===== config.mk =====
export PLATFORM = sky130hd
export DESIGN_NAME = entry_free_list
export DESIGN_NICKNAME = d
export VERILOG_FILES = /design/src/rtl/entry_free_list.sv
export SDC_FILE = /design/constraint.sdc
export NUM_CORES = 1
export LEC_CHECK = 0
export CAP_MARGIN = 30
export CORE_MARGIN = 10
export CORE_UTILIZATION = 40
export DETAILED_ROUTE_END_ITERATION = 10
export HOLD_SLACK_MARGIN = 0.06
export PLACE_DENSITY_LB_ADDON = 0.12
export SLEW_MARGIN = 20
export SYNTH_ARGS = -nofsm -noshare
export SYNTH_HDL_FRONTEND = slang
export SYNTH_SLANG_ARGS = --single-unit

===== constraint.sdc =====
create_clock -name clk -period 2.7 [get_ports clk]
set_input_delay 0.81 -clock clk [delete_from_list [all_inputs] [get_ports clk]]
set_output_delay 0.81 -clock clk [all_outputs]
set_load 0.005 [all_outputs]

===== src/rtl/entry_free_list.sv =====
`default_nettype none
// ==========================================================================
// entry_free_list : multi-port FIFO free list of LSQ entry indices
// Optional duplicate/overflow retire checking: ENTRY_FREE_LIST_CHECK_EN
// Revision: 1.0
// ==========================================================================
module entry_free_list #(
  parameter int DEPTH   = 16,
  parameter int ALLOC_W = 2,
  parameter int RET_W   = 2,
  localparam int IDX_W  = $clog2(DEPTH),
  localparam int CNT_W  = $clog2(ALLOC_W + 1)
) (
  input  logic                     clk,
  input  logic                     rst,
  input  logic                     flush,
  input  logic [CNT_W-1:0]         alloc_req_cnt,
  output logic                     alloc_grant,
  output logic [ALLOC_W*IDX_W-1:0] alloc_entry,
  input  logic [RET_W-1:0]         retire_valid,
  input  logic [RET_W*IDX_W-1:0]   retire_entry,
  output logic [IDX_W:0]           num_free,
  output logic                     is_empty,
  output logic                     is_full,
  output logic                     err
);

  localparam int SUM_W = IDX_W + 2;

  logic [IDX_W-1:0] list [DEPTH];
  logic [IDX_W-1:0] head;
  logic [IDX_W-1:0] tail;

  logic [SUM_W-1:0] alloc_amt;
  logic [SUM_W-1:0] ret_cnt;
  logic [RET_W-1:0] ret_accept;
  logic [IDX_W-1:0] ret_slot [RET_W];

`ifdef ENTRY_FREE_LIST_CHECK_EN
  logic [DEPTH-1:0] is_free;
  logic [SUM_W-1:0] base;
  logic             ret_err;
  logic             dup;
`endif

  assign alloc_grant = !rst && !flush && (alloc_req_cnt != '0) &&
                       (alloc_req_cnt <= CNT_W'(ALLOC_W)) &&
                       ((IDX_W+1)'(alloc_req_cnt) <= num_free);

  assign alloc_amt = alloc_grant ? SUM_W'(alloc_req_cnt) : '0;

  assign is_empty = (num_free == (IDX_W+1)'(DEPTH));
  assign is_full  = (num_free == '0);

  always_comb begin
    alloc_entry = '0;
    for (int k = 0; k < ALLOC_W; k++) begin
      alloc_entry[k*IDX_W +: IDX_W] = list[head + IDX_W'(k)];
    end
  end

  // Compact accepted retire lanes in ascending order starting at tail.
  always_comb begin
    ret_accept = '0;
    ret_cnt    = '0;
`ifdef ENTRY_FREE_LIST_CHECK_EN
    ret_err = 1'b0;
    dup     = 1'b0;
    base    = SUM_W'(num_free) - alloc_amt;
`endif
    for (int i = 0; i < RET_W; i++) begin
      ret_slot[i] = tail + ret_cnt[IDX_W-1:0];
`ifdef ENTRY_FREE_LIST_CHECK_EN
      if (retire_valid[i]) begin
        dup = 1'b0;
        for (int j = 0; j < i; j++) begin
          if (retire_valid[j] &&
              (retire_entry[j*IDX_W +: IDX_W] == retire_entry[i*IDX_W +: IDX_W]))
            dup = 1'b1;
        end
        if (!is_free[retire_entry[i*IDX_W +: IDX_W]] && !dup &&
            ((base + ret_cnt) < SUM_W'(DEPTH)))
          ret_accept[i] = 1'b1;
        else
          ret_err = 1'b1;
      end
`else
      ret_accept[i] = retire_valid[i];
`endif
      if (ret_accept[i]) ret_cnt = ret_cnt + SUM_W'(1);
    end
  end

  always_ff @(posedge clk or posedge rst) begin
    if (rst) begin
      for (int i = 0; i < DEPTH; i++) list[i] <= IDX_W'(i);
      head     <= '0;
      tail     <= '0;
      num_free <= (IDX_W+1)'(DEPTH);
    end else if (flush) begin
      for (int i = 0; i < DEPTH; i++) list[i] <= IDX_W'(i);
      head     <= '0;
      tail     <= '0;
      num_free <= (IDX_W+1)'(DEPTH);
    end else begin
      if (alloc_grant) head <= head + IDX_W'(alloc_req_cnt);
      for (int i = 0; i < RET_W; i++) begin
        if (ret_accept[i]) list[ret_slot[i]] <= retire_entry[i*IDX_W +: IDX_W];
      end
      tail     <= tail + ret_cnt[IDX_W-1:0];
      num_free <= (IDX_W+1)'(SUM_W'(num_free) - alloc_amt + ret_cnt);
    end
  end

`ifdef ENTRY_FREE_LIST_CHECK_EN
  // Allocated lanes leave the free set; accepted retires rejoin it.
  always_ff @(posedge clk or posedge rst) begin
    if (rst) begin
      is_free <= '1;
      err     <= 1'b0;
    end else if (flush) begin
      is_free <= '1;
      err     <= 1'b0;
    end else begin
      for (int k = 0; k < ALLOC_W; k++) begin
        if (alloc_grant && (CNT_W'(k) < alloc_req_cnt))
          is_free[alloc_entry[k*IDX_W +: IDX_W]] <= 1'b0;
      end
      for (int i = 0; i < RET_W; i++) begin
        if (ret_accept[i]) is_free[retire_entry[i*IDX_W +: IDX_W]] <= 1'b1;
      end
      if (ret_err) err <= 1'b1;
    end
  end
`else
  assign err = 1'b0;
`endif

endmodule
`default_nettype wire


# Yosys cells after proc, flatten, opt, wreduce, memory -nomap -nowiden
# Index checks and enable logic that the tools add are counted.
[totals]
ff_bits = 77
latch_bits = 0
mem_bits_rw = 0
rom_bits = 0
in_bits = 15
out_inout_bits = 17
wordCells = 73
mem_count = 0
[op_classes]
n_addsub = 7
n_mul = 0
div_mod_pow = 0
order_cmp = 8
n_eq_ne = 1
shifts = 0
mux = 23
bitwise_logic = 4
reduce_logical = 11
[ops]
columns = ["op", "count"]
rows = [
  ["$mux W64", 4],
  ["$bwmux W64", 2],
  ["$mux W4", 9],
  ["$bmux W4 S4", 2],
  ["$demux W4 S4", 2],
  ["$ge A5 B5 Y1 const B", 4],
  ["$not A4 Y5", 4],
  ["$lt A5 B1 Y1 const B", 2],
  ["$mux W5", 2],
  ["$add A4 B4 Y4", 2],
  ["$logic_and A1 B1 Y1", 6],
  ["$add A5 B5 Y5", 1],
  ["$eq A5 B5 Y1 const B", 1],
  ["$le A2 B5 Y1", 1],
  ["$logic_not A5 Y1", 1],
  ["$sub A5 B2 Y5", 1],
  ["$add A4 B1 Y4 const B", 1],
  ["$add A4 B2 Y4", 1],
  ["$reduce_bool A2 Y1", 2],
  ["$add A1 B1 Y2 const B", 1],
  ["$le A2 B2 Y1 const B", 1],
  ["$logic_not A1 Y1", 2],
  ["$mux W2", 1],
  ["$mux W1", 1],
]

# Depth between registers and ports, before layout
# Gate-level depths: netlist (run 1).
[depth]
ltp_word = 11
mapped_depth = 14
depth_no_buf = 14

# Worst setup path after synthesis (run 1)
# OpenSTA, ideal clock, no wires.
[synth_timing]
path_kind = "input -> register"
start = "input alloc_req_cnt[1]"
end = "register num_free[4]"
setup_ps = 90
arrival_ps = 2993
required_time_ps = 2610
slack_ps = -383
path_stages = 12
n_path_buf = 0
cell_sequence = "ha_1 -> nor2b_1 -> o2111ai_1 -> and3_1 -> fa_1 -> inv_1 -> fa_1 -> a21oi_1 -> nor2_1 -> nor2_1 -> xnor2_1 -> nand2_1"
[synth_via]
elab_chain_cells = 8
elab_cells_between_ends = 10
classes_between = "2 x add/sub; 2 x order compare; 2 x mux; 4 x reduce/logical"
[synth_rtl]
columns = ["item", "line_no", "text"]
rows = [
  ["from (decl)", "17", "input logic [CNT_W-1:0] alloc_req_cnt,"],
  ["parallel branches: the longest is 4 deep, another holds $le A2 B5 Y1", "n/a", ""],
  ["$mux W2 *", "50", "assign alloc_amt = alloc_grant ? SUM_W'(alloc_req_cnt) : '0;"],
  ["$sub A5 B2 Y5 *", "111", "num_free <= (IDX_W+1)'(SUM_W'(num_free) - alloc_amt + ret_cnt);"],
  ["$add A5 B5 Y5 *", "111", ""],
  ["$mux W5 *", "100", "end else if (flush) begin"],
  ["to (signal assigned)", "99", "num_free <= (IDX_W+1)'(DEPTH);"],
  ["to (signal assigned)", "104", "num_free <= (IDX_W+1)'(DEPTH);"],
  ["to (signal assigned)", "111", ""],
  ["to (decl)", "22", "output logic [IDX_W:0] num_free,"],
]
# Mark *: on every way between the ends.
# A chain may end at the register's enable or synchronous reset.

# Worst setup path after layout (run 1)
[layout_timing]
start = "register head[0]"
end = "output alloc_entry[3]"
[layout_via]
elab_chain_cells = 4
[layout_rtl]
columns = ["item", "line_no", "text"]
rows = [
  ["from (decl)", "31", "logic [IDX_W-1:0] head;"],
  ["from (signal assigned)", "106", "if (alloc_grant) head <= head + IDX_W'(alloc_req_cnt);"],
  ["$not A4 Y5 (implied by the code)", "58", "alloc_entry[k*IDX_W +: IDX_W] = list[head + IDX_W'(k)];"],
  ["$bmux W4 S4", "58", ""],
  ["$mux W4 (implied by the code) (2 in series)", "58", ""],
  ["to (decl)", "19", "output logic [ALLOC_W*IDX_W-1:0] alloc_entry,"],
]
# No other way between the ends. The select of a mux whose other input is x is not followed.

==> flow_summary_export.csv, run 1 <==
group,metric,value,unit
status,status,"finished, violations left",
status,violations,"negative setup slack",
timing,tns,-3.28,ns
power,peakVddDrop,0.476,mV
critical_path,critPathCaptureType,"primary output",
final_layout,final_cells,785,
clock_tree,root_buffer,"clkbuf_16",
clock_tree,insertion_delay,0.36,ns
logic_synthesis,ys_warn_count,0,
grt,grt_pass1_wl,27000,um
logic_synthesis,syn_inst,507,
critical_path,reg2reg_slack,-0.05,ns
logic_synthesis,syn_area,0.00562,mm2
logic_synthesis,synth_top_family_by_area,"multiplexers",
timing,whs,0.589,ns
placed_design,hpwl,12300,um
critical_path,required,1.89,ns
timing,rsz0062_at_grt,"true",
clock_tree,cts_sinks,77,
logic_synthesis,synthArstFlopShare,100,%
critical_path,path_class,"flip-flop to primary output",
logic_synthesis,synth_fp_nets,543,
grt,grt_overflow,0,
power,pwr-share-seq,32.7,%
critical_path,arrival,2.31,ns
floorplanning,start_util,40.6,%
route,wl_per_cell,22.2,um
power,p_comb_share,34.0,%
grt,grt_pass1_vias,4592,
logic_synthesis,synth-simple-area-share,13.2,%
route,first_pass_iters,5,
logic_synthesis,synth_compound_area_share,6.34,%
placed_design,post-place-ws,-0.847,ns
route,viasPerCell,5.69,
power,p_leak,3.21,nW
critical_path,start_kind,"flip-flop",
logic_synthesis,synth_xor_xnor_area_share,1.89,%
clock_tree,ctsHoldBuffers,0,
timing,fmax,320,MHz
timing,timing.slew.headroom,52.9,%
floorplanning,io_pins,32,
clock_tree,path_clk_slew,0.06,ns
route,finalWirelength,17400,um
worst_hold_path,hp-class,"flip-flop to flip-flop",
flow_run,maxCapViolCount,0,
floorplanning,row_count,43,
logic_synthesis,synth-seq-cells,77,
logic_synthesis,synth_edf_count,0,
final_layout,diodes,0,
clock_tree,cts_buffer_depth,2,
power,cellPowerDensity,547,mW/mm2
final_layout,area_growth,32.2,%
placed_design,placed_cells,755,
route,vias,4469,
logic_synthesis,synth_fa_ha_area_share,5.21,%
power,internal_power,2.84,mW
logic_synthesis,synthFlopType,"dfrtp_1",
logic_synthesis,seq_area_frac_synth,35.0,%
critical_path,cp_max_fo,8,
floorplanning,chipWidth,139,um
clock_tree,cts_max_level,3,
power,netSwitchingFraction,30.1,%
grt,grt_max_degree,56,
timing,finalHoldViolations,0,
timing,period_share,116,%
power,power_switching,1.22,mW
timing,layout_min_cycle_time,3.12,ns
logic_synthesis,synth.area.mux_share,33.8,%
floorplanning,die_h,139,um
grt,antenna_found_initial,0,
timing,skew,0.00764,ns
timing,fin_ws,-0.421,ns
timing,tightest_slew,0.704,ns
floorplanning,dieArea,0.0192,mm2
route,final_antenna_net_count,0,
logic_synthesis,syn_avg_cell_area,11.1,um2
placed_design,port_buffers,30,
route,drc,0,
timing,finalMaxSlewViolations,0,
route,dr.first_iter.drc_count,243,
clock_tree,cts_tree,"done",
placed_design,gp_congestion,0.866,
final_layout,fillerInstances,1211,
power,clkPwrFrac,33.2,%
final_layout,nets,636,
timing,setup_violations,10,
grt,grt_usage,18.1,%
logic_synthesis,synth.distinct_cells,46,
final_layout,drive_above_1_share,46.4,%
clock_tree,cts_buffers,9,
floorplanning,coreArea,0.0138,mm2
[final cells by class]
cell class / instances / area [um2] / area share (%)
tap: 180 / 225 / 3.03
timing repair buffer: 120 / 1150 / 15.5
multi-input combinational: 379 / 3700 / 49.8
sequential: 77 / 1970 / 26.5
clock buffer: 12 / 256 / 3.45
clock inverter: 4 / 70.1 / 0.943
inverter: 13 / 52.6 / 0.707
[layer usage]
layer	global-route usage [%]	share of wire (%)	wire length [um]	up-vias
met5	0	0	0	-
met4	5.05	1.4	242	0
met3	4.66	4.5	776	18
met2	29.1	48	8430	101
met1	23.3	46	7940	2309
li1	-	-	-	2041
[cells by family after synthesis]
logic type / Yosys count
xor+xnor: 10
mux: 140
buf+inv: 51
fa+ha+maj: 21
other cells: 1
flops: 77
simple gates: 155
compound gates: 52
[critical path: stages (launching register included)]
cell,delay (ns)
dfrtp_2,0.39
buf_6,0.16
buf_16,0.15
buf_6,0.10
mux4_2,0.51
mux4_2,0.49
buf_2,0.15
[power by group through the flow]
stage                     clock network (mW)  registers (mW)  logic (mW)
final                                   1.35            1.33        1.38
after global routing                    1.43            1.34        1.50
after CTS                               1.38            1.33        1.34
after detailed placement                   0            1.34        1.23
after global placement                     0            1.34        1.21
after floorplan                            0            1.32       0.702
[placed cells by master, fill, tap and decap left out, types with 6 or more instances in the layout]
cell type        count
buf_4               71
mux2i_1             67
nor2_1              63
dfrtp_1             43
mux4_2              36
dfstp_2             33
mux2_2              31
nand2_1             25
clkdlybuf4s50_1     16
a211oi_1            15
a31oi_1             12
nor3_1              11
buf_12              11
a211oi_2            10
ha_1                10
inv_1                9
clkbuf_16            9
buf_2                9
nor2b_1              8
buf_6                8
nand2_2              6
nand3_1              6
a21oi_1              6
[registers in the layout (all words and copies together) (netlist names)]
| name | cells |
|---|---|
| num_free | 5 |
| list | 64 |
| tail | 4 |
| head | 4 |
[cells in the mapped netlist (all sizes together) (9+ instances only)]
master	count	share of area (%)
ha	17	3.8
nand2	31	2.1
mux2i	72	13
a211oi	25	3.4
a21oi	11	0.98
nor2b	9	1.0
buf	15	2.0
inv	13	0.87
mux4	36	14
dfstp	33	15
a31oi	12	1.3
nor2	64	4.3
nand3	10	0.89
mux2	32	6.5
dfrtp	44	20
clkbuf	23	1.6
nor3	13	1.2
[worst paths after layout]
kind / start / depth (start not counted) / to
worst max-delay path: head[0] / 6 / alloc_entry[3]
worst min-delay path: list[37] / 2 / list[37]
worst max register to register: num_free[1] / 14 / num_free[4]
worst min register to register: list[37] / 2 / list[37]
max in group asynchronous: rst / 3 / list[14]
min in group asynchronous: rst / 3 / head[1]
[repair_timing]
item	CTS	global route
resized for setup	85	26
buffers inserted	10	2
pin swaps	19	11
setup endpoints to repair	21	68
gates cloned	2	0
[through the flow]
step	instance area, um2	util (%)	power (mW)
after CTS	7300	52.8	4.04
after floorplan	5670	-	2.02
after global routing	7430	53.7	4.26
after detailed placement	6690	48.4	2.57
final	7430	53.7	4.06
after global placement	6690	48.4	2.54
Power figures use the tool's default switching activity.
==> inputs of run 2 (changes only) <==
Settings changed: RECOVER_POWER from default to 100.
==> run 2 against run 1 <==
Net effect: the flow still finishes with violations (negative setup slack); combinational power fell by 4%; clock skew rose by 0.00078 ns; wire length fell by 0.76%; worst hold slack improved by 0.00087 ns; global-route usage did not move; non-clock buffer count did not move; die area did not move; utilization fell by 0.52 points; first-iteration DRC count rose by 11%; cell count did not move; largest cell class unchanged.
==> flow_summary_export.csv, run 2 (synthesized netlist as in run 1, its figures left out) <==
group,metric,value,unit
critical_path,required,1.89,ns
route,wl_met2,8370,um
grt,grt_max_degree,56,
status,status,"finished, violations left",
placed_design,post-place-ws,-0.847,ns
critical_path,cp_max_fo,8,
grt,grt_overflow,0,
final_layout,largest_reg_flops,64,
critical_path,path_cells,"buf_6, buf_16, buf_6, mux4_2, mux4_2, buf_2",
floorplanning,coreArea,0.0138,mm2
clock_tree,cts_tree,"done",
route,first_pass_iters,5,
timing,tns,-5.19,ns
clock_tree,cts_buffer_depth,2,
timing,timing.slew.headroom,4.32,%
final_layout,area_growth,30.9,%
route,wl_per_cell,22.0,um
route,final_antenna_net_count,0,
clock_tree,cts_sinks,77,
critical_path,critPathTopFamily,"multiplexers",
final_layout,top_regs,"list: 64 flops, num_free: 5 flops",
floorplanning,io_pins,32,
timing,finalMaxSlewViolations,0,
grt,antenna_found_initial,0,
final_layout,fillerInstances,1222,
timing,fmax,321,MHz
final_layout,largest-register,"list",
floorplanning,die_h,139,um
timing,setup_violations,57,
grt,grt_usage,18.1,%
route,top_layer_used,"met4",
final_layout,most-common-layout-cells,"mux2i_1, buf_4, nor2_1",
power,p_leak,3.18,nW
route,vias,4473,
timing,layout_min_cycle_time,3.12,ns
timing,rsz0062_at_grt,"true",
route,viasPerCell,5.70,
final_layout,drive_above_1_share,45.0,%
critical_path,start_kind,"flip-flop",
route,drc,0,
clock_tree,cts_max_level,3,
placed_design,port_buffers,30,
clock_tree,path_clk_slew,0.06,ns
grt,grt_pass1_wl,27000,um
power,cellPowerDensity,544,mW/mm2
critical_path,critical_path_buf_inv_count,4,
critical_path,slowest_stage,"mux4_2",
clock_tree,root_buffer,"clkbuf_16",
floorplanning,start_util,40.6,%
timing,skew,0.00842,ns
power,peakVddDrop,0.477,mV
critical_path,arrival,2.31,ns
final_layout,nets,636,
floorplanning,chipWidth,139,um
final_layout,diodes,0,
placed_design,hpwl,12300,um
clock_tree,ctsHoldBuffers,0,
timing,finalHoldViolations,0,
timing,period_share,116,%
route,met1Wirelength,7820,um
critical_path,path_class,"flip-flop to primary output",
route,wl_met3,837,um
worst_hold_path,hp-class,"flip-flop to flip-flop",
status,violations,"negative setup slack",
final_layout,final_cells,785,
route,finalWirelength,17300,um
clock_tree,cts_buffers,9,
timing,fin_ws,-0.419,ns
floorplanning,row_count,43,
placed_design,placed_cells,755,
flow_run,maxCapViolCount,0,
critical_path,reg2reg_slack,-0.23,ns
placed_design,gp_congestion,0.866,
floorplanning,dieArea,0.0192,mm2
timing,tightest_slew,1.44,ns
critical_path,cp_slowest_stage_delay,0.51,ns
route,dr.first_iter.drc_count,270,
critical_path,critPathCaptureType,"primary output",
grt,grt_pass1_vias,4592,
clock_tree,insertion_delay,0.36,ns
-- run 2: final timing paths --
kind,end,start,cells after the start
max,alloc_entry[3],head[0],6
min,list[37],list[37],2
max reg2reg,num_free[4],num_free[1],14
min reg2reg,list[37],list[37],2
max in group asynchronous,head[0],rst,3
min in group asynchronous,num_free[1],rst,3
-- run 2: metrics by stage --
stage                     power [mW]  hold WS, ns  area (um2)  utilization [%]
final                           4.01        0.589        7360             53.2
after global routing            4.21        0.614        7360             53.2
after CTS                       4.04        0.591        7300             52.8
after detailed placement        2.57        0.581        6690             48.4
after global placement          2.54        0.574        6690             48.4
after floorplan                 2.02        0.556        5670                -
-- run 2: layer usage --
layer / global-route usage, % / vias to the layer above
li1: - / 2043
met1: 23.3 / 2299
met5: 0 / -
met2: 29.1 / 113
met4: 5.05 / 0
met3: 4.66 / 18
-- run 2: final cells by class --
type / instances / area (um2) / share of cell area, %
clock buffers: 12 / 256 / 3.49
clock inverters: 4 / 70.1 / 0.952
inverters: 13 / 52.6 / 0.714
multi-input cells: 379 / 3660 / 49.8
well taps: 180 / 225 / 3.06
repair buffers: 120 / 1120 / 15.3
flip-flops and latches: 77 / 1970 / 26.8
-- run 2: timing repair --
action,in CTS,in global routing
pin swaps,19,11
buffers inserted,10,2
endpoints found under the hold margin,0,0
endpoints found under the setup margin,21,68
gates resized for setup,85,26
cloned,2,0
-- run 2: tightest hold or removal path: cells and delay by family, from the launching register on --
family             cells  cell delay, ns
muxes                  1            0.12
DFF                    1            0.37
AOI/OAI and AO/OA      1            0.09
-- run 2: power breakdown --
part | leakage [nW] | internal (mW) | switching, mW
Sequential | 0.946 | 1.25 | 0.0795
Clock | 0.163 | 0.857 | 0.492
Combinational | 2.07 | 0.701 | 0.628
